$ cat src/rtl/writeback_arbiter.sv
// Merges load responses and ALU results onto the register bank's single write port.
// Also tracks registers with pending loads and raises stall for reads whose value is not yet in the bank.
module writeback_arbiter #(
    parameter int DEPTH = 2
) (
    input  logic                     clock,
    input  logic                     reset,
    input  logic                     alu_valid,
    output logic                     alu_ready,
    input  logic [4:0]               alu_rd,
    input  logic [31:0]              alu_data,
    input  logic                     ld_valid,
    input  logic [4:0]               ld_rd,
    input  logic [31:0]              ld_data,
    input  logic                     ld_issue,
    input  logic [4:0]               ld_issue_rd,
    input  logic [4:0]               rs1_sel,
    input  logic [4:0]               rs2_sel,
    output logic                     stall,
    output logic                     reg_write,
    output logic [4:0]               rd_sel,
    output logic [31:0]              write_data,
    output logic [$clog2(DEPTH):0]   fifo_count
);

    localparam int AW = $clog2(DEPTH);
    localparam int CW = AW + 1;

    typedef struct packed {
        logic [4:0]  rd;
        logic [31:0] data;
    } wb_t;

    wb_t              fifo_q [DEPTH];
    logic [AW-1:0]    head, tail;
    logic [31:0]      busy, busy_d;
    logic [DEPTH-1:0] ent_vld;
    logic [1:0][4:0]  rs_sel;

    logic ld_wr, fifo_empty, alu_keep;
    logic do_pop, do_push, do_bypass;
    logic wr_en_d;
    wb_t  wr_d;

    assign alu_ready  = reset && (fifo_count != CW'(DEPTH));
    assign fifo_empty = (fifo_count == '0);
    assign ld_wr      = ld_valid && (ld_rd != 5'd0);
    // x0 results still complete the handshake but never reach the FIFO or the bank
    assign alu_keep   = alu_valid && alu_ready && (alu_rd != 5'd0);

    assign do_pop    = !ld_wr && !fifo_empty;
    assign do_bypass = !ld_wr && fifo_empty && alu_keep;
    assign do_push   = alu_keep && !do_bypass;

    always_comb begin
        wr_en_d = 1'b0;
        wr_d    = '{rd: rd_sel, data: write_data};
        if (ld_wr) begin
            wr_en_d = 1'b1;
            wr_d    = '{rd: ld_rd, data: ld_data};
        end else if (do_pop) begin
            wr_en_d = 1'b1;
            wr_d    = fifo_q[head];
        end else if (do_bypass) begin
            wr_en_d = 1'b1;
            wr_d    = '{rd: alu_rd, data: alu_data};
        end
    end

    always_ff @(posedge clock or negedge reset) begin
        if (!reset) begin
            reg_write  <= 1'b0;
            rd_sel     <= 5'd0;
            write_data <= 32'd0;
        end else begin
            reg_write  <= wr_en_d;
            rd_sel     <= wr_d.rd;
            write_data <= wr_d.data;
        end
    end

    always_ff @(posedge clock) begin
        if (do_push) fifo_q[tail] <= '{rd: alu_rd, data: alu_data};
    end

    always_ff @(posedge clock or negedge reset) begin
        if (!reset) begin
            head       <= '0;
            tail       <= '0;
            fifo_count <= '0;
        end else begin
            if (do_push) tail <= tail + AW'(1);
            if (do_pop)  head <= head + AW'(1);
            case ({do_push, do_pop})
                2'b10:   fifo_count <= fifo_count + CW'(1);
                2'b01:   fifo_count <= fifo_count - CW'(1);
                default: fifo_count <= fifo_count;
            endcase
        end
    end

    // Issue is applied after the clear so a same-cycle issue/response keeps the bit set
    always_comb begin
        busy_d = busy;
        if (ld_valid) busy_d[ld_rd] = 1'b0;
        if (ld_issue && (ld_issue_rd != 5'd0)) busy_d[ld_issue_rd] = 1'b1;
    end

    always_ff @(posedge clock or negedge reset) begin
        if (!reset) busy <= '0;
        else        busy <= busy_d;
    end

    always_comb begin
        for (int i = 0; i < DEPTH; i++)
            ent_vld[i] = ({1'b0, AW'(AW'(i) - head)} < fifo_count);
    end

    assign rs_sel = {rs2_sel, rs1_sel};

    always_comb begin
        stall = 1'b0;
        for (int s = 0; s < 2; s++) begin
            if (rs_sel[s] != 5'd0) begin
                if (busy[rs_sel[s]] || (reg_write && (rd_sel == rs_sel[s]))) stall = 1'b1;
                for (int i = 0; i < DEPTH; i++)
                    if (ent_vld[i] && (fifo_q[i].rd == rs_sel[s])) stall = 1'b1;
            end
        end
    end

endmodule

$ cat config.mk
export PLATFORM = sky130hd
export DESIGN_NAME = writeback_arbiter
export DESIGN_NICKNAME = d
export VERILOG_FILES = /design/src/rtl/writeback_arbiter.sv
export SDC_FILE = /design/constraint.sdc
export NUM_CORES = 1
export LEC_CHECK = 0
export BUFFER_PORTS_ARGS = -buffer_cell sky130_fd_sc_hd__clkbuf_2
export CORE_ASPECT_RATIO = 0.8
export CORE_MARGIN = 3
export CORE_UTILIZATION = 52
export CTS_BUF_LIST = sky130_fd_sc_hd__clkbuf_4 sky130_fd_sc_hd__clkbuf_8
export DETAILED_ROUTE_END_ITERATION = 6
export HOLD_SLACK_MARGIN = 0.02
export MAX_ROUTING_LAYER = met4
export PLACE_DENSITY_LB_ADDON = 0.05
export SETUP_SLACK_MARGIN = 0.05
export SLEW_MARGIN = 10
export SYNTH_ARGS = -nofsm -noshare
export SYNTH_HDL_FRONTEND = slang
export SYNTH_SLANG_ARGS = --single-unit
$ cat constraint.sdc
create_clock -name clock -period 3.4 [get_ports clock]
set_input_delay 0.34 -clock clock [delete_from_list [all_inputs] [get_ports clock]]
set_output_delay 0.34 -clock clock [all_outputs]
set_load 0.05 [all_outputs]
==> results.toml, run 1 <==
[grt]
antenna_found_initial = 1
overflow = 0
grt_pass1_wl_mm = 29.71
use_met1 = 0.3804
grt_start_max_net_pins = 77
grt_busiest_layer = "met1"
globalRouteMet3Util = 0.05853
grt_pass1_vias = 5445
grt_use_total = 0.2577
gr-usage-met2 = 0.3596

[worst_setup_path]
timing.rr.start = "fifo_count[0]"
crit_chain = "dlygate4sd3_1 > buf_4 > o21ai_0 > nor3b_1 > o21ai_1 > nor2_4"
crit_start = "reset"
cp.arrival_ns = 2.88
critPathRequiredTime_ns = 3.46
path_class = "input port to flip-flop"
r2r_slack_ns = 0.63
crit_path_end_kind = "flip-flop"
critPathMaxFanout = 37
crit_slowest_cell = "nor2_4"
max_stage_delay_ns = 0.90
crit_path_start_kind = "input port"

[power]
combinationalPowerShare = 0.384
power_leakage_nw = 3.405
p_total_mw = 6.702
p_per_area_nw_per_um2 = 797.1
p_clk_frac = 0.222
power_switching_mw = 2.787
switching_share = 0.4158
pwr-share-seq = 0.394
p_int_mw = 3.915
peakVddDrop_uv = 544.3

[layout]
stdcell_area_um2 = 8408
final_layout_size_suffix_gt1_frac = 0.2568
utilization = 0.6373
final_nets = 853
area_delta_synth_final_pct = 16.63

[synth]
ys_types = 46
yosysMostFrequentCell = "o21ai_0"
yosys.area.top_type = "edfxtp_1"
async_flop_share = 0.5000
synth_nets = 736
netlist.area_leader.share = 0.3082
synth.area.top_cells = "edfxtp_1 31%, dfrtp_1 26%, mux2i_1 7.8%, o21ai_0 5.3%, a211oi_1 3.9%"
syn_inst = 641
synth_common_cells = "77 x o21ai_0, 74 x dfrtp_1, 74 x edfxtp_1, 56 x mux2i_1, 44 x nor2_1"
synth.avg_cell_area_um2 = 11.25
synth_ff_type = "edfxtp_1"
ys_seq_area_frac = 0.5651
synth_edf_count = 74
synth-seq-cells = 148
synth_area_um2 = 7209
synth_warnings = 0

[clock_network]
clk_latency_ns = 0.44
cts_buffers = 17
htreeDepth = 4
clk_pin_slew_ns = 0.08
cts_post_setup_buffers_inserted = 0
ctsHoldBuffers = 1
post_cts_resized = 0
ctsLongestPathBuffers = 2
cts.sink_count = 148
tritoncts = "done"
cts_root_buffer = "clkbuf_8"

[detailed_routing]
antenna_left = 0
wire_per_inst_um = 19.50
wl_mm = 18.46
drt_pre_antenna_iters = 5
vias_per_cell = 5.856
dr_total_vias = 5546
drt_iter0_markers = 506
drc = 0

[placement]
gp_congestion = 0.8606
placed_area_um2 = 7965
place_ws_ns = 0.5743
dp_hpwl_mm = 12.71
port_buffers = 135

[floorplanning]
core_um2 = 13190
die-area_um2 = 15320
fp.dieW_um = 137.6
fp.dieH_um = 111.3
ios = 136
initial_core_util = 0.5464
rows = 37

[timing]
hold_viol = 0
final_max_slew_viol_count = 0
min_period_over_period = 0.8304
min_period_ns = 2.824
setup_slack_ns = 0.5765
tightest_slew_ns = 1.088
rsz0062_at_grt = "no"
setup_viol = 0
clock_skew_ns = 0.005354
fmax_ghz = 0.3542
tns_ns = 0
max_slew_margin = 0.2733

[min_path]
hold_class = "input port to flip-flop"
min_from = "alu_data[14]"

[outcome]
status = "finished clean"

[run]
drv_cap = 0
-- placed cells by master (no fill, tap or decap), types with 3 or more instances in the layout --
cell type and n:
a211oi_1 37, a21oi_1 41, and3_1 4, buf_4 8
bufinv_16 4, clkbuf_2 134, clkbuf_8 17, clkinv_2 4
dfrtp_1 73, edfxtp_1 74, inv_1 6, mux2_2 4
mux2i_1 56, mux4_2 6, nand2_1 42, nand3_1 8
nand3b_1 11, nand4_1 4, nor2_1 42, nor2b_1 6
nor3_1 4, nor4_1 4, o21ai_0 77, o21ai_1 26
or3_1 3, or3b_2 7, xnor2_1 20, xor2_1 15
-- registers in the layout (all words and copies together) (netlist names) --
register    cells
rd_sel          5
tail            1
busy           32
write_data     32
reg_write       1
fifo_q         74
fifo_count      2
head            1
-- power by group through the flow --
stage	Combinational, mW	Sequential, mW	Clock [mW]
after floorplan	1.23	3.35	0
after global placement	2.56	2.65	0
after detailed placement	2.59	2.67	0
after CTS	2.60	2.63	1.50
after global routing	2.80	2.69	1.59
final	2.57	2.64	1.49
-- final cells by class --
type,count,area [um^2]
Multi-Input combinational cell,442,2918
Sequential cell,148,4075
Antenna cell,1,2.502
Fill cell,1093,4786
Timing Repair Buffer,143,740.7
Clock buffer,19,249.0
Inverter,6,22.52
Tap cell,175,219.0
Clock inverter,13,181.4
-- logic make-up after synthesis --
logic type	count (synthesis)	share of synthesized area
multiplexers	66	0.1027
AO/OA/AOI/OAI	193	0.1522
XOR/XNOR	35	0.04252
AND/OR/NAND/NOR	147	0.1033
adder cells (fa/ha/maj)	1	0.001735
buffers and inverters	51	0.03245
flip-flops	148	0.5651
-- final timing paths --
kind                                        to  depth (start not counted)
worst max-delay path             fifo_q[1][32]                          6
worst min-delay path             fifo_q[1][14]                          1
worst max register to register   fifo_q[1][32]                          4
worst min register to register  write_data[11]                          2
max in group asynchronous       write_data[13]                          4
min in group asynchronous             busy[19]                          3
-- routing by layer --
layer / routed length [um] / part of all wire / vias to the layer above
li1: - / - / 2609
met5: 0 / 0 / -
met1: 8647 / 0.47 / 2727
met2: 8230 / 0.45 / 190
met3: 1373 / 0.074 / 20
met4: 212 / 0.011 / 0
-- worst max-delay path: cells and delay by family --
| family | cells | cell delay, ns |
|---|---|---|
| simple gates | 2 | 1.35 |
| compound gates | 2 | 0.49 |
| buf+inv | 2 | 0.67 |
-- per-stage QoR --
stage | hold WS [ns] | std cells
CTS | 0.08140 | 946
global placement | 0.4460 | 913
finish | 0.1019 | 947
detailed placement | 0.4537 | 913
floorplan | 0.04441 | 641
global route | 0.07130 | 947
(Power assumes the default switching activity.)
==> inputs of run 2 (changes only) <==
==> constraint.sdc (replaced) <==
create_clock -name clock -period 2.4 [get_ports clock]
set_input_delay 0.24 -clock clock [delete_from_list [all_inputs] [get_ports clock]]
set_output_delay 0.24 -clock clock [all_outputs]
set_load 0.05 [all_outputs]
==> run 2 against run 1 <==
Effect of this change:
- the flow now finishes with violations (setup timing)
- design area grew 7.0%
- sequential share of layout area shrank 3.1 points
- register-to-register slack lost 0.35 ns
- non-clock buffer count grew 57
- flip-flop and latch count is the same
- clock skew grew 0.0047 ns
- worst setup slack lost 0.72 ns
- global-route usage grew 0.51 points
- largest power group is now combinational logic
- critical path type is now flip-flop to output port
- die area is the same
- clock power grew 25%
- total power grew 43%
- sequential power grew 40%
==> results.toml, run 2 (same netlist as run 1, synthesis figures left out) <==
[timing]
clock_skew_ns = 0.01004
fmax_ghz = 0.3934
min_period_ns = 2.542
setup_slack_ns = -0.1418
hold_viol = 0
final_max_slew_viol_count = 0
setup_viol = 1
tightest_slew_ns = 0.6485
tns_ns = -0.1418
rsz0062_at_grt = "yes"
max_slew_margin = 0.5666
min_period_over_period = 1.059
hold_slack_ns = 0.04924

[clock_network]
cts_root_buffer = "clkbuf_8"
clk_pin_slew_ns = 0.09
cts_buffers = 17
cts.sink_count = 148
htreeDepth = 4
clk_latency_ns = 0.43
tritoncts = "done"
ctsLongestPathBuffers = 2

[layout]
final_nets = 912
n_antenna_cell = 0
final_common_cell = "clkbuf_2"
area_delta_synth_final_pct = 24.80
regMostFlops = "fifo_q"
final_layout_size_suffix_gt1_frac = 0.2831
largest_reg_flops = 74
reg_top3 = "fifo_q x74, busy x32, write_data x32"
final_cell_mix = "133 x clkbuf_2, 76 x o21ai_0, 74 x edfxtp_1"
fillers = 1028

[worst_setup_path]
cp.arrival_ns = 2.30
crit_slowest_cell = "mux4_2"
critPathMaxFanout = 3
crit_chain = "mux2i_1 > mux4_2 > nor2b_1 > a311oi_2 > nor4_4 > a2bb2o_4 > buf_12"
crit_family = "compound AO/OA/AOI/OAI gates"
path_class = "flip-flop to output port"
critPathRequiredTime_ns = 2.16
max_stage_delay_ns = 0.46
crit_path_start_kind = "flip-flop"
cp.buffers_inverters = 1
crit_path_end_kind = "output port"

[detailed_routing]
dr_total_vias = 5730
drt_iter0_markers = 380
wl_mm = 19.25
drc = 0
antenna_left = 0
wire_per_inst_um = 19.15
vias_per_cell = 5.701
drt_pre_antenna_iters = 5

[grt]
grt_use_total = 0.2628
grt_pass1_wl_mm = 30.31
grt_pass1_vias = 5680
antenna_found_initial = 0
grt_start_max_net_pins = 72
overflow = 0

[run]
drv_cap = 0

[outcome]
status = "finished with violations"
violations = "setup timing"

[power]
p_per_area_nw_per_um2 = 1063
power_leakage_nw = 3.661
peakVddDrop_uv = 731.8

[placement]
gp_congestion = 0.8617
place_ws_ns = -0.02316
port_buffers = 135
dp_hpwl_mm = 13.38

[floorplanning]
fp.dieH_um = 111.3
ios = 136
rows = 37
initial_core_util = 0.5464
fp.dieW_um = 137.6
core_um2 = 13190
die-area_um2 = 15320

[min_path]
hold_class = "input port to flip-flop"
-- run 2: cell type report --
class,instances,area (um^2),share of cell area
Sequential cell,148,4078,0.4532
Multi-Input combinational cell,444,3000,0.3335
Timing Repair Buffer,200,1295,0.1439
Clock buffer,17,234.0,0.02600
Tap cell,175,219.0,0.02434
Clock inverter,15,148.9,0.01655
Inverter,6,22.52,0.002503
-- run 2: per-stage QoR --
| stage | area [um^2] | utilization | cells | power [mW] |
|---|---|---|---|---|
| final | 8997 | 0.6819 | 1005 | 9.568 |
| after CTS | 8924 | 0.6763 | 1000 | 9.560 |
| after detailed placement | 8182 | 0.6201 | 935 | 7.635 |
| after global routing | 8997 | 0.6819 | 1005 | 10.11 |
| after global placement | 8182 | 0.6201 | 935 | 7.551 |
| after floorplan | 7236 | - | 641 | 6.508 |
-- run 2: worst paths after layout --
check                           slack [ns]          start             end  cells past startpoint
worst max-delay path                 -0.14        busy[5]           stall                      7
worst min-delay path                  0.05      alu_rd[2]   fifo_q[0][34]                      1
worst max register to register        0.28  fifo_count[0]   fifo_count[1]                      7
worst min register to register        0.49  write_data[8]   write_data[8]                      2
max in group asynchronous             0.99          reset  write_data[24]                      4
min in group asynchronous             0.42          reset         busy[6]                      3
-- run 2: what timing repair did --
action	CTS	global route
pin swaps	2	3
endpoints found under the setup margin	1	76
hold endpoints to repair	92	5
resized for setup	9	6
setup buffers	2	0
gates cloned	0	2
hold buffers	31	3
-- run 2: layer usage --
| metal | routed length [um] | vias up | GRT usage | share of wire |
|---|---|---|---|---|
| li1 | - | 2734 | - | - |
| met1 | 9111 | 2777 | 0.3873 | 0.47 |
| met2 | 8749 | 213 | 0.3804 | 0.45 |
| met3 | 1309 | 6 | 0.05898 | 0.068 |
| met4 | 80 | 0 | 0.04588 | 0.0042 |
| met5 | 0 | - | - | 0 |
-- run 2: power breakdown --
group | internal [mW] | total, mW | switching (mW)
clock | 0.851 | 1.86 | 1.01
sequential | 3.30 | 3.70 | 0.400
combinational | 1.31 | 4.02 | 2.71
total | 5.45 | 9.57 | 4.11
==> inputs of run 3 (changes only) <==
--- a/config.mk
+++ b/config.mk
@@ -6,7 +6,7 @@
 export NUM_CORES = 1
 export LEC_CHECK = 0
 export BUFFER_PORTS_ARGS = -buffer_cell sky130_fd_sc_hd__clkbuf_2
-export CORE_ASPECT_RATIO = 0.8
+export CORE_ASPECT_RATIO = 2
 export CORE_MARGIN = 3
 export CORE_UTILIZATION = 52
 export CTS_BUF_LIST = sky130_fd_sc_hd__clkbuf_4 sky130_fd_sc_hd__clkbuf_8
==> run 3 against run 2 <==
Effect of this change:
- the flow still finishes with violations (setup timing)
- count of clock-buffer cells in the layout did not move
- maximum frequency barely moved
- combinational power barely moved
- core utilization fell by 0.99 points
- flip-flop and latch count did not move
- design area rose by 0.93%
- first-iteration DRC count fell by 26%
- clock skew rose by 0.0095 ns
- die area rose by 0.50%
- largest cell class unchanged
==> results.toml, run 3 (same netlist as run 1, synthesis figures left out) <==
[outcome]
status = "finished with violations"
violations = "setup timing"

[timing]
hold_viol = 0
min_period_ns = 2.543
setup_slack_ns = -0.1429
tightest_slew_ns = 0.7509
clock_skew_ns = 0.01952
max_slew_margin = 0.4994
fmax_ghz = 0.3933
final_max_slew_viol_count = 0
setup_viol = 1
rsz0062_at_grt = "yes"
min_period_over_period = 1.060

[detailed_routing]
drt_iter0_markers = 281
wire_per_inst_um = 20.73
antenna_left = 0
drc = 0
drt_pre_antenna_iters = 4
wl_mm = 20.54
dr_total_vias = 5823
vias_per_cell = 5.876

[placement]
place_ws_ns = -0.04907
dp_hpwl_mm = 14.57
gp_congestion = 0.9688
port_buffers = 135
placed_cells = 918
placed_area_um2 = 8202

[clock_network]
cts.sink_count = 148
ctsLongestPathBuffers = 2
htreeDepth = 4
clk_latency_ns = 0.44
tritoncts = "done"
cts_buffers = 17
cts_root_buffer = "clkbuf_8"
clk_pin_slew_ns = 0.10

[worst_setup_path]
crit_path_start_kind = "flip-flop"
crit_chain = "mux2_2 > or3_4 > and3_4 > nor4_4 > a2bb2o_4 > buf_8"
cp.arrival_ns = 2.30
critPathRequiredTime_ns = 2.16
crit_path_end = "stall"
path_class = "flip-flop to output port"
r2r_end = "fifo_q[1][24]"
max_stage_delay_ns = 0.40
r2r_slack_ns = 0.34
crit_start = "busy[26]"
timing.rr.start = "fifo_count[0]"
rr_worst_depth = 4
crit_slowest_cell = "dfrtp_1"
crit_path_end_kind = "output port"
critPathMaxFanout = 3

[floorplanning]
die-area_um2 = 15400
fp.dieW_um = 89.26
initial_core_util = 0.5335
core_um2 = 13510
fp.dieH_um = 172.5
ios = 136
rows = 60

[layout]
regMostFlops = "fifo_q"
final_cell_mix = "133 x clkbuf_2, 76 x o21ai_0, 74 x edfxtp_1"
largest_reg_flops = 74
final_common_cell = "clkbuf_2"
reg_top3 = "fifo_q x74, busy x32, write_data x32"
final_nets = 918
n_antenna_cell = 0
fin_cells = 991
area_delta_synth_final_pct = 25.96
final_layout_size_suffix_gt1_frac = 0.2835
stdcell_area_um2 = 9081
fillers = 1075
multi_input_area_um2 = 3013
seqCellArea_um2 = 4078

[grt]
grt_pass1_wl_mm = 32.06
grt_start_max_net_pins = 77
antenna_found_initial = 0
grt_pass1_vias = 6088
grt_use_total = 0.2857
overflow = 0

[power]
p_per_area_nw_per_um2 = 1062
peakVddDrop_uv = 734.6
power_leakage_nw = 3.708
p_total_mw = 9.643

[min_path]
hold_depth = 1
hold_class = "input port to flip-flop"

[run]
drv_cap = 0
## run 3: cell types whose count changed in the layout (fill, tap and decap cells not counted), moves of 2 or more
| cell | change |
|---|---|
| inv_8 | +2 |
| dlygate4sd3_1 | +3 |
| buf_12 | +2 |
| clkinv_2 | -2 |
## run 3: final cells by class
cell class                      count  share of cell area
Tap cell                          155             0.02136
Clock buffer                       17             0.02576
Inverter                            6            0.002480
Clock inverter                     15             0.01805
Multi-Input combinational cell    444              0.3318
Sequential cell                   148              0.4490
Timing Repair Buffer              206              0.1516
## run 3: how the worst min path moves through the flow
stage                   start       endpoint  slack [ns]
floorplan               reset        busy[0]       -0.06
global route        alu_rd[0]  fifo_q[0][32]        0.04
global placement        reset       busy[10]        0.29
detailed placement      reset       busy[10]        0.29
finish              alu_rd[0]  fifo_q[1][32]        0.06
CTS                 alu_rd[2]  fifo_q[1][34]        0.03
## run 3: power by group
group	total [mW]	switching [mW]	internal, mW
Sequential	3.71	0.414	3.30
Combinational	3.99	2.70	1.29
Clock	1.94	1.07	0.870
Total	9.64	4.19	5.45
## run 3: repair_timing
action / in CTS / in global routing
gates cloned: 2 / 0
hold buffers: 36 / 1
endpoints found under the setup margin: 75 / 2
hold endpoints to repair: 89 / 2
pin swaps: 4 / 3
setup buffers: 2 / 0
resized for setup: 11 / 8
## run 3: metrics by stage
stage                     hold slack, ns  TNS (ns)  utilization
after floorplan                 -0.05559         0            -
after global placement            0.2876  -0.03309       0.6069
after detailed placement          0.2892  -0.04907       0.6069
after CTS                        0.02619   -0.1986       0.6684
after global routing             0.03769   -0.2119       0.6720
final                            0.05878   -0.1429       0.6720
## run 3: critical path: cells and delay by family, from the launching register on
family                 cells  cell delay (ns)
AO/OA/AOI/OAI              1             0.26
buffers and inverters      1             0.15
flip-flops                 1             0.40
multiplexers               1             0.27
AND/OR/NAND/NOR            3             0.78
## run 3: routing by layer
layer	GRT usage	vias up	routed length (um)
met1	0.3039	2834	7219
met4	0.1298	0	855
met3	0.03979	59	724
li1	-	2748	-
met5	-	-	0
met2	0.5037	182	11740
